===== src/rtl/regfile_multiport.sv =====
// regfile_multiport: N x W register file, NR combinational read ports, write bypass, bulk-clear sweep.
// Optional stored even parity per register when REGFILE_PARITY_EN is defined.
`default_nettype none

module regfile_multiport #(
  parameter int W  = 32,
  parameter int AW = 5,
  parameter int NR = 2
) (
  input  logic             clk,
  input  logic             rst,
  input  logic [NR*AW-1:0] raddr,
  output logic [NR*W-1:0]  rdata,
  input  logic             we,
  input  logic [AW-1:0]    waddr,
  input  logic [W-1:0]     wdata,
  input  logic             clr_req,
  output logic             busy,
  output logic             wr_drop,
  output logic [NR-1:0]    perr
);

  localparam int N = 1 << AW;
  localparam logic [AW-1:0] C_LAST = {AW{1'b1}};

  typedef enum logic [0:0] {S_IDLE = 1'b0, S_CLEAR = 1'b1} state_t;

  state_t          r_state;
  logic [AW-1:0]   r_cnt;
  logic            r_busy;
  logic            r_wr_drop;
  logic [W-1:0]    r_mem [N];
`ifdef REGFILE_PARITY_EN
  logic            r_par [N];
`endif

  logic w_wr_ok;
  assign w_wr_ok = (r_state == S_IDLE) && we && (waddr != '0);

  // Register 0 is never written: writes to it are dropped and the sweep starts at 1.
  always_ff @(posedge clk or posedge rst) begin
    if (rst) begin
      for (int k = 0; k < N; k++) begin
        r_mem[k] <= '0;
`ifdef REGFILE_PARITY_EN
        r_par[k] <= 1'b0;
`endif
      end
      r_state   <= S_IDLE;
      r_cnt     <= '0;
      r_busy    <= 1'b0;
      r_wr_drop <= 1'b0;
    end else begin
      r_wr_drop <= we && !w_wr_ok;
      case (r_state)
        S_IDLE: begin
          if (w_wr_ok) begin
            r_mem[waddr] <= wdata;
`ifdef REGFILE_PARITY_EN
            r_par[waddr] <= ^wdata;
`endif
          end
          if (clr_req) begin
            r_state <= S_CLEAR;
            r_cnt   <= AW'(1);
            r_busy  <= 1'b1;
          end
        end
        S_CLEAR: begin
          r_mem[r_cnt] <= '0;
`ifdef REGFILE_PARITY_EN
          r_par[r_cnt] <= 1'b0;
`endif
          if (r_cnt == C_LAST) begin
            r_cnt   <= '0;
            r_state <= S_IDLE;
            r_busy  <= 1'b0;
          end else begin
            r_cnt <= r_cnt + AW'(1);
          end
        end
        default: begin
          r_state <= S_IDLE;
          r_busy  <= 1'b0;
        end
      endcase
    end
  end

  assign busy    = r_busy;
  assign wr_drop = r_wr_drop;

  for (genvar i = 0; i < NR; i++) begin : g_rd
    logic [AW-1:0] w_ra;
    logic          w_byp;
    assign w_ra  = raddr[i*AW +: AW];
    assign w_byp = w_wr_ok && (w_ra == waddr);
    assign rdata[i*W +: W] = (w_ra == '0) ? '0 : (w_byp ? wdata : r_mem[w_ra]);
`ifdef REGFILE_PARITY_EN
    assign perr[i] = (w_ra != '0) && !w_byp && ((^r_mem[w_ra]) ^ r_par[w_ra]);
`else
    assign perr[i] = 1'b0;
`endif
  end

endmodule

`default_nettype wire


===== config.mk =====
export PLATFORM = sky130hd
export DESIGN_NAME = regfile_multiport
export DESIGN_NICKNAME = d
export VERILOG_FILES = /design/src/rtl/regfile_multiport.sv
export SDC_FILE = /design/constraint.sdc
export NUM_CORES = 2
export LEC_CHECK = 0
export BUFFER_PORTS_ARGS = -buffer_cell sky130_fd_sc_hd__buf_2
export CAP_MARGIN = 40
export CORE_MARGIN = 10
export CORE_UTILIZATION = 45
export CTS_BUF_LIST = sky130_fd_sc_hd__clkbuf_8
export DETAILED_ROUTE_END_ITERATION = 6
export GPL_TIMING_DRIVEN = 0
export REMOVE_ABC_BUFFERS = 1
export SLEW_MARGIN = 5
export SYNTH_ARGS = -nofsm -noshare
export SYNTH_HDL_FRONTEND = slang
export SYNTH_SLANG_ARGS = --single-unit

===== constraint.sdc =====
create_clock -name clk -period 72.9 [get_ports clk]
set_clock_uncertainty 0.2 [all_clocks]
set_input_delay 7.29 -clock clk [delete_from_list [all_inputs] [get_ports clk]]
set_output_delay 7.29 -clock clk [all_outputs]
set_load 0.005 [all_outputs]

## Yosys cells after proc, flatten, opt, wreduce, memory -nomap -nowiden

Index checks and enable logic that the tools add are counted.

| operators by class | value |
|---|---|
| add/sub/neg operators | 1 |
| order comparisons | 6 |
| equal/unequal tests | 6 |
| multiplexer cells | 26 |
| bitwise logic cells | 7 |
| reduce and logical (&&, ||, !) cells | 12 |

Operator list:

| cell | count |
|---|---|
| 1024-bit case mux with 2 select lines | 1 |
| 1024-bit bitwise AND | 1 |
| 1024-bit bitwise mux | 1 |
| 1024-bit 2-to-1 mux | 1 |
| 1024-bit NOT | 1 |
| 32-bit binary-select mux with 5-bit select | 2 |
| 32-bit demux with 5-bit select | 2 |
| 32-bit 2-to-1 mux | 10 |
| 6-bit greater-or-equal comparator, second input constant | 4 |
| 5-bit NOT with 6-bit output | 4 |
| 6-bit by 1-bit < comparator with 1-bit output, second input constant | 2 |
| 5-bit == test | 2 |
| 5-bit zero test | 2 |
| 5-bit 2-to-1 mux | 2 |
| 5-bit case mux with 2 select lines | 1 |
| 1-bit logical AND | 7 |
| 5-bit by 1-bit adder with 5-bit output, second input constant | 1 |
| 5-bit == test, second input constant | 1 |
| 5-bit nonzero test | 1 |
| 1-bit 2-to-1 mux | 4 |
| 2-bit != test, second input constant | 2 |
| 1-bit case mux with 2 select lines | 2 |
| 2-bit by 1-bit != test with 1-bit output, second input constant | 1 |
| 2-bit AND reduction | 1 |
| other kinds (2) | 2 |

| storage, ports and cells | value |
|---|---|
| register bits | 1032 |
| bits of input ports | 51 |
| output and inout bits | 68 |
| word-level logic and storage cells | 94 |

## Depth between registers and ports, before layout

| depth | value |
|---|---|
| depth after elaboration | 8 |
| gate-level depth with buffers | 10 |

## Worst setup path before layout

Ideal clock, no wire load.

| timing | value |
|---|---|
| path kind | input to output |
| start | input raddr[0] |
| end | output rdata[22] |
| data arrival time | 8.948 ns |
| data required time | 65.410 ns |
| slack | 56.462 ns |
| stages on the path | 6 |
| cells stage by stage | buf_6 -> buf_8 -> mux4_2 -> mux4_2 -> nor2b_1 -> a221o_1 |

| between the ends | value |
|---|---|
| cells in the longest elaborated chain, start to end | 6 |
| elaborated cells on any way between the ends | 9 |
| those cells by class | eq/ne: 1; mux: 5; bitwise: 1; reduce/logical: 2 |

RTL lines:

| what | RTL line | text |
|---|---|---|
| start, declared | 12 | `input logic [NR*AW-1:0] raddr,` |
| 5-bit NOT with 6-bit output (not written as such) | 98 | `assign rdata[i*W +: W] = (w_ra == '0) ? '0 : (w_byp ? wdata : r_mem[w_ra]);` |
| 32-bit binary-select mux with 5-bit select | 98 |  |
| 32-bit 2-to-1 mux (not written as such) (2 in a row) | 98 |  |
| 32-bit 2-to-1 mux | 98 |  |
| 32-bit 2-to-1 mux (*) | 98 |  |
| end, declared | 13 | `output logic [NR*W-1:0] rdata,` |

Mark *: on every way between the ends. The rest lies on a longest branch, timed or not. The select of a mux whose other input is x is not followed.

## Worst setup path after layout

| timing | value |
|---|---|
| start | input raddr[0] |
| end | output rdata[18] |

Same word-level chain as after synthesis.

==> impl_results.md <==
* Syn. warnings at 0
* CTS tree: built
* CP most frequent cell: buf_16
* Die ar. at 136000 um^2
* DR pass1 iterations at 7
* # H-tree levels at 4
* Row count at 127
* Status: finished with violations
* CP delay by family, top: buffers and inverters
* PD cells at 27.0 nW/um^2
* Setup crit end kind: output pin
* Post-DP Area at 59600 um^2
* CP Cell Sequence: buf_8 > buf_16 > buf_16 > buf_16 > mux4_2 > mux2i_1 > a2111oi_1 > buf_2 > a211oi_1 > a21oi_1 > buf_2
* Avg WL per Cell at 38.7 um
* Cells after DPL at 5587
* Filler Cell Count at 10000
* Slew HR at 0.318
* CTS Buf Count at 176
* Crit Path Category: in2out
* Clk buf depth at 3
* Crit start category: input port
* Max Transition Viols Final at 0
* Die X at 369 um
* Max incr delay on CP at 0.75 ns
* Most used flip-flop cell after synthesis: dfrtp_1
* Post_cts resized at 0
* Final hold violation count at 0
* Cell variety after synth at 67
* Worst Setup EP: rdata[18]
* Hold slack final at 0.308 ns
* Critical-path top delay cell: a2111oi_1
* R2R cell count at 8
* Pin count of the biggest net entering global routing at 119
* Ys async rst share at 1.00
* Fin crit share at 0.260
* DRT Wirelength at 229000 um
* Total track usage at 0.329
* Setup violators final at 0
* IO Pins at 119
* R2r startpoint: r_state
* WP buf/inv at 6
* DRC at 3
* Hold buffers post-CTS at 0
* P_leak at 28.5 nW
* Crit path depth at 11
* Commonest non-fill, non-tap cell in the layout: a22o_1
* Clock-pin transition on the worst setup and hold timing paths at 0.06 ns
* Via density at 7.48
* Mapped Area at 54700 um^2
* CP arrival at 11.50 ns
* Final instance area at 63300 um^2
* EDFF count, synth at 0
* Crit path max fanout at 69
* Crit. Startpoint: raddr[0]
* Minimum clock period at 18.99 ns
* Share of layout cells above drive strength 1 at 0.235
* Starting Density at 0.455
* # Max-Cap Violations at 0
* RSZ-0062 raised after global routing: false
* Commonest cells after routing, fill and taps aside: a22o_1, dfrtp_1, mux2i_1, mux4_2, clkbuf_8
* Register area share after synthesis at 0.472
* Clk sinks at 1032
* R2R Setup Slk at 68.92 ns
* Max Fclk at 52.7 MHz
* Least-Margin Pin Slew at 1.02 ns
* Iteration-0 DRC Markers at 6328
* Number of port buffers at 116
* Die Span Y at 369 um
* Vias in the first global route at 43900
* Later-pin clock latency in the skew report at 0.90 ns
* Failing checks: DRC
* Core area at 120000 um^2
* Post-Synthesis Cells at 4197
* Global-route wire length before repair at 329000 um
* Vias after detailed routing at 44200
* GP Congestion at 0.840
* Layout net count at 4215
* R2R Path End: r_mem[670]
* VDD IR max at 0.0188 mV
* WP data required at 65.41 ns
* HP Class: reg2reg
* Syn Area/Cell at 13.0 um^2
* TNS Setup at 0 ns
* P&R area growth vs syn at 15.7%
* Postcts setup bufs at 0
* Initial antenna violation count at 13
* Post-route ant nets at 0
* Synth Register Bits at 1032
* Finished Layout Cells at 5906
* Hpwl dp at 149000 um
* CTS Root Cell: clkbuf_8
* Grt ovf at 0
[synth_stat cells (38+ instances only)]
cell type | n | area [um^2]
a22o_1 | 1034 | 9060
dfrtp_1 | 1032 | 25800
mux2i_1 | 434 | 4340
clkbuf_1 | 359 | 1350
mux4_2 | 303 | 6820
a21oi_1 | 101 | 505
buf_2 | 71 | 355
a22oi_1 | 61 | 458
a221oi_1 | 60 | 526
o21ai_0 | 57 | 285
nor2_1 | 55 | 206
buf_6 | 49 | 552
and2_1 | 38 | 238
[worst min path at each step]
stage                startpoint     endpoint  slack (ns)  cells past startpoint
floorplan           r_mem[1003]  r_mem[1003]        0.27                      1
global placement    r_mem[1021]  r_mem[1021]        0.28                      1
detailed placement  r_mem[1008]  r_mem[1008]        0.29                      1
CTS                 r_mem[1008]  r_mem[1008]        0.31                      1
global route          r_mem[54]    r_mem[54]        0.32                      1
finish              r_mem[1006]  r_mem[1006]        0.31                      1
[worst register-to-register path: stages, from the launching register on]
cell     delay (ns)
dfrtp_1        0.58
and2b_1        0.43
nand3_1        0.67
nor2_4         0.98
buf_12         0.30
a21oi_4        0.06
buf_12         0.21
buf_12         0.19
a22o_1         0.23
[power by group]
| part | leakage [nW] | internal (W) | switching (W) |
|---|---|---|---|
| clock network | 2.03 | 0.000289 | 0.000255 |
| logic | 12.2 | 0.000195 | 0.000225 |
| registers | 14.3 | 0.000663 | 0.0000783 |
| total | 28.5 | 0.00115 | 0.000558 |
[state kept, by name (all words and copies together), names as in the netlist]
| register | count |
|---|---|
| busy | 1 |
| r_mem | 1024 |
| r_cnt | 5 |
| wr_drop | 1 |
| r_state | 1 |
[kinds of logic after synthesis]
| family | synth area share |
|---|---|
| AOI/OAI and AO/OA | 0.238 |
| DFF | 0.472 |
| muxes | 0.211 |
| buffers and inverters | 0.0516 |
| and+or+nand+nor | 0.0242 |
| xor gates and xnor gates | 0.00192 |
| adders and majority gates | 0.00114 |
| other | 0.0000686 |
[layout make-up]
cell class | count | area (um^2) | share of cell area
tap | 1612 | 2020 | 0.0319
clock inverter | 76 | 408 | 0.00645
clock buffer | 231 | 3180 | 0.0503
sequential | 1032 | 25800 | 0.408
multi-input combinational | 2610 | 26700 | 0.423
inverter | 12 | 55.1 | 0.000870
timing repair buffer | 327 | 5020 | 0.0794
antenna | 6 | 15.0 | 0.000237
[metrics by stage]
stage / setup WS, ns / utilization / total power (W)
finish: 53.91 / 0.526 / 0.00171
global route: 53.76 / 0.526 / 0.00176
CTS: 54.14 / 0.525 / 0.00169
detailed placement: 54.16 / 0.495 / 0.00115
global placement: 23.76 / 0.453 / 0.00111
floorplan: 36.37 / - / 0.000947
[metal layers]
layer | wire [um] | GRT usage | vias to the layer above
met5 | 55 | 0 | -
met4 | 15500 | 0.196 | 8
met3 | 26800 | 0.106 | 892
met2 | 102000 | 0.493 | 3436
met1 | 84400 | 0.415 | 23000
li1 | - | - | 16900
Power figures use the tool's default switching activity.
